`config.mk`:
```
export PLATFORM = sky130hd
export DESIGN_NAME = cache_dre_clr_ctrl_flat
export DESIGN_NICKNAME = d
export VERILOG_FILES = /design/src/rtl/cache_dre_clr_ctrl_pkg.sv /design/src/rtl/cache_dre_clr_ctrl_if.sv /design/src/rtl/cache_dre_clr_ctrl.sv /design/src/flat_wrapper.sv
export SDC_FILE = /design/constraint.sdc
export NUM_CORES = 1
export LEC_CHECK = 0
export ABC_AREA = 1
export BUFFER_PORTS_ARGS = -buffer_cell sky130_fd_sc_hd__buf_2
export CORE_UTILIZATION = 35
export CTS_CLUSTER_SIZE = 40
export DETAILED_ROUTE_END_ITERATION = 12
export GPL_TIMING_DRIVEN = 0
export SYNTH_ARGS = -nofsm -noshare
export SYNTH_HDL_FRONTEND = slang
export SYNTH_SLANG_ARGS = --single-unit
```
`constraint.sdc`:
```
create_clock -name clk -period 3.81 [get_ports clk]
set_input_delay 0.5715 -clock clk [delete_from_list [all_inputs] [get_ports clk]]
set_output_delay 0.5715 -clock clk [all_outputs]
set_load 0.1 [all_outputs]
```
`src/rtl/cache_dre_clr_ctrl_pkg.sv`:
```
// Shared types and constants for the DRE clear sequencer: FSM states,
// channel count, clear value and the line-index width helper.
package cache_dre_pkg;

    typedef enum logic [1:0] {
        S_SWEEP = 2'd0,
        S_IDLE  = 2'd1,
        S_INV   = 2'd2
    } clr_state_e;

    localparam int         DRE_CHANNELS  = 4;
    localparam logic [7:0] DRE_CLR_VALUE = 8'h00;

    // Line index width: RAM row bits minus the rows-within-a-line bits.
    function automatic int calc_lw(input int addr_width, input int line_rows);
        return addr_width - 1 - $clog2(line_rows);
    endfunction

endpackage

```
`src/rtl/cache_dre_clr_ctrl_if.sv`:
```
// Request/response and DRE write-port bundle of the clear sequencer.
// master = the sequencer itself, slave = the surrounding cache logic.
interface cache_dre_clr_ctrl_if #(
    parameter int ADDR_WIDTH = 8,
    parameter int LINE_ROWS  = 4
);
    import cache_dre_pkg::*;

    localparam int LW   = calc_lw(ADDR_WIDTH, LINE_ROWS);
    localparam int CH_W = $clog2(DRE_CHANNELS);

    logic                  flush_req;
    logic                  flush_busy;
    logic                  init_done;
    logic                  inv_req;
    logic                  inv_ready;
    logic [LW-1:0]         inv_line;
    logic [CH_W-1:0]       inv_channel;
    logic                  inv_done;
    logic                  sel;
    logic                  rw_stall;
    logic [ADDR_WIDTH-1:0] ri_writeAddress;
    logic [CH_W-1:0]       ri_writeChannel;
    logic                  ri_writeEnable;
    logic [7:0]            ri_writeData;

    modport master (
        input  flush_req, inv_req, inv_line, inv_channel,
        output flush_busy, init_done, inv_ready, inv_done, sel, rw_stall,
               ri_writeAddress, ri_writeChannel, ri_writeEnable, ri_writeData
    );

    modport slave (
        output flush_req, inv_req, inv_line, inv_channel,
        input  flush_busy, init_done, inv_ready, inv_done, sel, rw_stall,
               ri_writeAddress, ri_writeChannel, ri_writeEnable, ri_writeData
    );

endinterface

```
`src/rtl/cache_dre_clr_ctrl.sv`:
```
// Owns the DRE write port: sweeps all rows/channels to "not readable" after
// reset and on flush, and clears a single line of one channel on eviction.
module cache_dre_clr_ctrl
    import cache_dre_pkg::*;
#(
    parameter int ADDR_WIDTH = 8,
    parameter int LINE_ROWS  = 4
) (
    input  logic                clk,
    input  logic                rst,
    cache_dre_clr_ctrl_if.master bus
);
    localparam int LW    = calc_lw(ADDR_WIDTH, LINE_ROWS);
    localparam int LRB   = $clog2(LINE_ROWS);
    localparam int ROW_W = ADDR_WIDTH - 1;
    localparam int CNT_W = ADDR_WIDTH + 1;
    localparam int CH_W  = $clog2(DRE_CHANNELS);

    localparam logic [ROW_W-1:0] ROW_MASK = ROW_W'(LINE_ROWS - 1);
    localparam logic [CNT_W-1:0] INV_LAST = CNT_W'(LINE_ROWS - 1);

    clr_state_e       state_q, state_d;
    logic [CNT_W-1:0] cnt_q, cnt_d;
    logic [LW-1:0]    line_q, line_d;
    logic [CH_W-1:0]  ch_q, ch_d;
    logic             init_done_q, init_done_d;

    logic             inv_ready;
    logic             inv_last;
    logic [ROW_W-1:0] inv_row;

    assign inv_ready = (state_q == S_IDLE) && init_done_q && !bus.flush_req;
    assign inv_last  = (state_q == S_INV) && (cnt_q == INV_LAST);
    // Works for LINE_ROWS == 1 too, where no counter bits enter the row.
    assign inv_row   = (ROW_W'(line_q) << LRB) | (cnt_q[ROW_W-1:0] & ROW_MASK);

    always_ff @(posedge clk) begin
        if (rst) begin
            state_q     <= S_SWEEP;
            cnt_q       <= '0;
            line_q      <= '0;
            ch_q        <= '0;
            init_done_q <= 1'b0;
        end else begin
            state_q     <= state_d;
            cnt_q       <= cnt_d;
            line_q      <= line_d;
            ch_q        <= ch_d;
            init_done_q <= init_done_d;
        end
    end

    always_comb begin
        state_d     = state_q;
        cnt_d       = cnt_q + 1'b1;
        line_d      = line_q;
        ch_d        = ch_q;
        init_done_d = init_done_q;
        case (state_q)
            S_SWEEP: begin
                // A flush seen mid-sweep restarts it, so no request is dropped.
                if (bus.flush_req) begin
                    cnt_d = '0;
                end else if (&cnt_q) begin
                    state_d     = S_IDLE;
                    init_done_d = 1'b1;
                end
            end
            S_INV: begin
                if (inv_last) begin
                    state_d = S_IDLE;
                end
            end
            default: begin
                cnt_d = '0;
                if (bus.flush_req) begin
                    state_d = S_SWEEP;
                end else if (bus.inv_req && inv_ready) begin
                    state_d = S_INV;
                    line_d  = bus.inv_line;
                    ch_d    = bus.inv_channel;
                end
            end
        endcase
    end

    always_comb begin
        bus.sel             = 1'b0;
        bus.rw_stall        = 1'b0;
        bus.ri_writeEnable  = 1'b0;
        bus.ri_writeAddress = '0;
        bus.ri_writeChannel = '0;
        bus.flush_busy      = 1'b0;
        case (state_q)
            S_SWEEP: begin
                bus.sel             = 1'b1;
                bus.rw_stall        = 1'b1;
                bus.ri_writeEnable  = 1'b1;
                bus.ri_writeAddress = {cnt_q[CNT_W-1:2], 1'b0};
                bus.ri_writeChannel = cnt_q[1:0];
                bus.flush_busy      = 1'b1;
            end
            S_INV: begin
                bus.sel             = 1'b1;
                bus.rw_stall        = 1'b1;
                bus.ri_writeEnable  = 1'b1;
                bus.ri_writeAddress = {inv_row, 1'b0};
                bus.ri_writeChannel = ch_q;
            end
            default: ;
        endcase
    end

    assign bus.ri_writeData = DRE_CLR_VALUE;
    assign bus.inv_ready    = inv_ready;
    assign bus.inv_done     = inv_last;
    assign bus.init_done    = init_done_q;

endmodule

```
`src/flat_wrapper.sv`:
```
// flat-port wrapper written by rule: the top's interface ports become plain ports
module cache_dre_clr_ctrl_flat import cache_dre_pkg::*;
#(
    parameter int ADDR_WIDTH = 8,
    parameter int LINE_ROWS  = 4
)
  (clk, rst, bus_flush_req, bus_inv_req, bus_inv_line, bus_inv_channel, bus_flush_busy, bus_init_done, bus_inv_ready, bus_inv_done, bus_sel, bus_rw_stall, bus_ri_writeAddress, bus_ri_writeChannel, bus_ri_writeEnable, bus_ri_writeData);
  cache_dre_clr_ctrl_if #(.ADDR_WIDTH(ADDR_WIDTH), .LINE_ROWS(LINE_ROWS)) bus_i ();
  input  logic clk;
  input  logic rst;
  input wire logic [$bits(bus_i.flush_req)-1:0] bus_flush_req;
  input wire logic [$bits(bus_i.inv_req)-1:0] bus_inv_req;
  input wire logic [$bits(bus_i.inv_line)-1:0] bus_inv_line;
  input wire logic [$bits(bus_i.inv_channel)-1:0] bus_inv_channel;
  output wire logic [$bits(bus_i.flush_busy)-1:0] bus_flush_busy;
  output wire logic [$bits(bus_i.init_done)-1:0] bus_init_done;
  output wire logic [$bits(bus_i.inv_ready)-1:0] bus_inv_ready;
  output wire logic [$bits(bus_i.inv_done)-1:0] bus_inv_done;
  output wire logic [$bits(bus_i.sel)-1:0] bus_sel;
  output wire logic [$bits(bus_i.rw_stall)-1:0] bus_rw_stall;
  output wire logic [$bits(bus_i.ri_writeAddress)-1:0] bus_ri_writeAddress;
  output wire logic [$bits(bus_i.ri_writeChannel)-1:0] bus_ri_writeChannel;
  output wire logic [$bits(bus_i.ri_writeEnable)-1:0] bus_ri_writeEnable;
  output wire logic [$bits(bus_i.ri_writeData)-1:0] bus_ri_writeData;
  assign bus_i.flush_req = bus_flush_req;
  assign bus_i.inv_req = bus_inv_req;
  assign bus_i.inv_line = bus_inv_line;
  assign bus_i.inv_channel = bus_inv_channel;
  assign bus_flush_busy = bus_i.flush_busy;
  assign bus_init_done = bus_i.init_done;
  assign bus_inv_ready = bus_i.inv_ready;
  assign bus_inv_done = bus_i.inv_done;
  assign bus_sel = bus_i.sel;
  assign bus_rw_stall = bus_i.rw_stall;
  assign bus_ri_writeAddress = bus_i.ri_writeAddress;
  assign bus_ri_writeChannel = bus_i.ri_writeChannel;
  assign bus_ri_writeEnable = bus_i.ri_writeEnable;
  assign bus_ri_writeData = bus_i.ri_writeData;
  cache_dre_clr_ctrl #(.ADDR_WIDTH(ADDR_WIDTH), .LINE_ROWS(LINE_ROWS)) u_core (.clk(clk), .rst(rst), .bus(bus_i));
endmodule
```
==> Word level (Yosys, flattened, before mapping) <==
Cells that the tools add are included.
{ "totals": {"input_bits": 11, "ff_bits": 19, "wordCells": 39, "out_inout_bits": 25} }
{ "classes": {"n_eq_ne": 6, "reduce_logical": 12, "addsub": 1, "mux": 12, "bitwise_logic": 3} }
{ "op_table": {"columns": ["op", "n"], "rows": [
  ["$pmux W9 S2", 1],
  ["$pmux W8 S2", 1],
  ["$reduce_and A11 Y1", 1],
  ["$mux W2", 5],
  ["$add A9 B1 Y9 const B", 1],
  ["$eq A9 B2 Y1 const B", 1],
  ["$mux W9", 1],
  ["$reduce_and A9 Y1", 1],
  ["$pmux W2 S2", 2],
  ["$or A7 B2 Y7", 1],
  ["$logic_and A1 B1 Y1", 4],
  ["$ne A2 B2 Y1 const B", 2],
  ["$reduce_and A4 Y1", 1],
  ["$reduce_bool A4 Y1", 1],
  ["$reduce_and A3 Y1", 1],
  ["$eq A2 B1 Y1 const B", 1],
  ["$eq A2 B2 Y1 const B", 1],
  ["$logic_not A2 Y1", 1],
  ["$mux W1", 2],
  ["$ne A2 B1 Y1 const B", 1],
  ["$not A1 Y1", 2],
  ["$reduce_or A2 Y1", 1],
  ["$logic_not A1 Y1", 1]
]} }

==> Depth between registers and ports, before layout <==
{ "depth": {"depth_word": 7, "ltp_mapped": 14} }

==> Least setup slack after synthesis <==
OpenSTA, ideal clock, no wires.
{ "synth_timing": {"path_kind": "reg2out", "from": "register u_core.state_q[0]", "to": "output port bus_ri_writeAddress[1]", "setup_slack_ns": -0.634, "n_path_buf": 0, "stages_incl_launch_ff": 4, "arrival_ns": 3.872, "cell_sequence": "dfxtp_1 -> nor2_1 -> clkinv_1 -> o22ai_1"} }
{ "synth_via": {"elab_chain_cells": 2} }
{ "synth_rtl": {"columns": ["element", "line_no", "text"], "rows": [
  ["start: declaration", "cache_dre_clr_ctrl.sv:22", "clr_state_e state_q, state_d;"],
  ["start signal: assignment", "cache_dre_clr_ctrl.sv:45", "state_q <= state_d;"],
  ["$eq A2 B2 Y1 or $logic_not A2 Y1 (tied branches)", "cache_dre_clr_ctrl.sv:94", "case (state_q)"],
  ["$pmux W8 S2 *", "cache_dre_clr_ctrl.sv:94", null],
  ["end: declaration", "flat_wrapper.sv:21", "output wire logic [$bits(bus_i.ri_writeAddress)-1:0] bus_ri_writeAddress;"]
]} }
Every way passes the cells marked *; elsewhere a longest branch is shown, timed or not.

==> Worst setup path in the final report <==
{ "layout_timing": {"from": "register u_core.state_q[1]", "to": "output port bus_inv_done"} }
{ "layout_via": {"elab_chain_cells": 2} }
{ "layout_rtl": {"columns": ["element", "line_no", "text"], "rows": [
  ["$eq A2 B2 Y1", "cache_dre_clr_ctrl.sv:33", "assign inv_last = (state_q == S_INV) && (cnt_q == INV_LAST);"],
  ["$logic_and A1 B1 Y1", "cache_dre_clr_ctrl.sv:33", null],
  ["end: declaration", "flat_wrapper.sv:18", "output wire logic [$bits(bus_i.inv_done)-1:0] bus_inv_done;"]
]} }
No other way between the ends.

==> run_results.csv <==
group,metric,value,unit
floorplanning,core_area,2758,um2
synthesis,ys_seq_area_share,37.30,%
setup_path,critical_path.max_stage_delay,0.45,ns
setup_path,cp.arrival,1.93,ns
timing,hold_viol,0,
synthesis,synthTopCellsByArea,"dfxtp_1, inv_1, buf_4, nand2_1, nor2_1",
clock_tree,cts_max_level,1,
layout,drive_gt1_share,30.11,%
floorplanning,initial_core_util,36.98,%
clock_tree,cts_tree,"yes",
timing,clock_skew,0.006615,ns
placement,io_buffers,26,
setup_path,end_kind,"output pin",
placement,place_congestion,0.7890,
clock_tree,cts.clk_slew.worst_paths,0.11,ns
global_routing,grt_max_degree,11,
clock_tree,numCtsBuffers,3,
setup_path,worstSetupStartpointType,"flop",
route,dr_total_vias,983,
timing,slew_viol_final,0,
clock_tree,clk_path_buf_depth,2,
global_routing,grt_pass1_wl,3594,um
synthesis,synth-compound-area-share,15.71,%
route,drt-total-wl,2028,um
pwr,power_density,600.3,nW/um2
route,avgRoutedWirePerCell,9.346,um
synthesis,ys_warn_count,0,
setup_path,r2r_slack,2.00,ns
synthesis,synthSimpleGateAreaFrac,21.84,%
clock_tree,cts_setup_buffers,0,
placement,hpwl,1679,um
global_routing,grt_pass1_vias,900,
timing,max_freq,400.3,MHz
pwr,power.leakage,0.6233,nW
clock_tree,cts_resized,0,
floorplanning,die-area,3133,um2
setup_path,cp_max_fo,10,
flow_run,drv_cap,0,
global_routing,grt_overflow,0,
global_routing,antenna_found_initial,0,
synthesis,synth_top_family_by_area,"simple AND/OR/NAND/NOR gates",
pwr,vdd_drop_max,0.0004382,V
route,drt-initial-drc-count,34,
layout,area_delta_synth_final,27.85,%
synthesis,ys_types,21,
timing,min_period_over_period,65.57,%
run_status,status,"completed",
setup_path,path_class,"reg2out",
layout,num-fill-cells,293,
timing,setup_viol_count_final,0,
route,drtAntennaViolNets,0,
synthesis,synth_mux_area_share,0,%
synthesis,ys_ff_latch,19,
timing,tightestPinTransition,0.6478,ns
worst_hold_path,hold_path_class,"reg2reg",
floorplanning,pin_count,36,
route,drcViolationCount,0,
synthesis,netlist_instances,148,
timing,fin_setup_tns,0,ns
synthesis,yosys.area.top_type,"dfxtp_1",
route,routed_via_density,4.530,
setup_path,critPathSlowestCell,"buf_2",
route,firstDrtPassIters,3,
setup_path,critPathTopFamily,"buffers and inverters",
clock_tree,holdBufCountCts,0,
clock_tree,cts.sinks,19,
synthesis,synth_xor_area_share,1.718,%
synthesis,syn_area,1020,um2
setup_path,cpMostUsedCell,"nor2_1",
timing,max_slew_margin,56.52,%
floorplanning,fp.dieW,55.98,um
timing,min_period,2.498,ns
clock_tree,root_buffer,"clkbuf_4",
setup_path,critPathBufInv,3,
timing,rsz0062_at_grt,"false",
clock_tree,clk_latency,0.30,ns
setup_path,path_cells,"inv_1 -> nor2_1 -> clkinv_1 -> nor2_1 -> buf_2",
synthesis,synth_adder_area_share,2.454,%
layout,n_antenna_cell,0,
floorplanning,die_y,55.98,um
timing,whs,0.4711,ns
synthesis,synth_top_cell_area_share,37.30,%
setup_path,worst_ep_required_time,3.24,ns
global_routing,grt_use_total,14.17,%
synthesis,avgSynthCellArea,6.890,um2
floorplanning,fp-row-count,19,
layout,nets,200,
## worst paths after layout
| check | from | endpoint | cells past startpoint |
|---|---|---|---|
| worst max register to register | u_core.cnt_q[0]$_SDFF_PP0_ | u_core.state_q[1]$_SDFFE_PP0P_ | 13 |
| worst min-delay path | u_core.line_q[2]$_SDFFE_PP0P_ | u_core.line_q[2]$_SDFFE_PP0P_ | 2 |
| worst max-delay path | u_core.state_q[1]$_SDFFE_PP0P_ | bus_inv_done | 5 |
| worst min register to register | u_core.line_q[2]$_SDFFE_PP0P_ | u_core.line_q[2]$_SDFFE_PP0P_ | 2 |
## cell type report
type / instances / area, um2 / share of cell area [%]
Inverter: 31 / 116.4 / 8.925
Buffer: 12 / 93.84 / 7.198
Sequential cell: 19 / 380.4 / 29.17
Clock buffer: 4 / 26.28 / 2.015
Multi-Input combinational cell: 94 / 518.0 / 39.73
Tap cell: 31 / 38.79 / 2.975
Timing Repair Buffer: 26 / 130.1 / 9.981
## per-stage QoR
| stage | power, W | utilization (%) | setup slack (ns) | instance area, um2 | instances |
|---|---|---|---|---|---|
| floorplan | 0.0006312 | - | 0.4520 | 1109 | 156 |
| global placement | 0.0006830 | 46.32 | 1.691 | 1277 | 213 |
| detailed placement | 0.0006880 | 46.32 | 1.659 | 1277 | 213 |
| CTS | 0.0007875 | 47.28 | 1.315 | 1304 | 217 |
| global route | 0.0008210 | 47.28 | 1.177 | 1304 | 217 |
| finish | 0.0007826 | 47.28 | 1.312 | 1304 | 217 |
## where the power goes
group	switching, W	total (W)	internal (W)	leakage (nW)
sequential	0.0000161	0.000228	0.000212	0.154
clock	0.0000599	0.000101	0.0000408	0.0150
combinational	0.000374	0.000454	0.0000792	0.455
total	0.000450	0.000783	0.000332	0.623
## synthesized netlist by cell type, drive strengths merged
cell     n
conb     1
inv     29
or2      1
nand2   24
ha       2
nor2    17
nand3    6
clkinv   2
a21oi   10
dfxtp   19
o21ai   10
xor2     2
nor3b    2
nor3     2
o22ai    9
buf     12
## sequential cells by signal (all words and copies together), names as in the netlist
register / flops
u_core.bus.init_done: 1
u_core.state_q: 2
u_core.cnt_q: 9
u_core.ch_q: 2
u_core.line_q: 5
## cells in the final DEF (no fill, tap or decap), drive strengths merged
cell type and n:
nand2 24, or2 1, nor2 17, clkbuf 4, nor3 2, o21ai 10, buf 38, o22ai 9
inv 29, nand3 6, nor3b 2, xor2 2, clkinv 2, conb 9, a21oi 10, dfxtp 19
ha 2
## metal layers
layer  track usage (%)  vias up  wire, um
met4             5.226        0        34
met2             26.70       22      1022
met1             15.91      438       881
met3             2.093        5        90
met5                 0        -         0
li1                  -      518         -
## logic make-up after synthesis
group,Yosys count
simple gates,52
fa+ha+maj,2
compound gates,29
xor+xnor,2
flops,19
buf+inv,43
other cells,1
## tightest hold or removal path: stages (launching register included)
cell and delay (ns):
dfxtp_1 0.31, inv_1 0.07, a21oi_1 0.06
(Power assumes the default switching activity.)
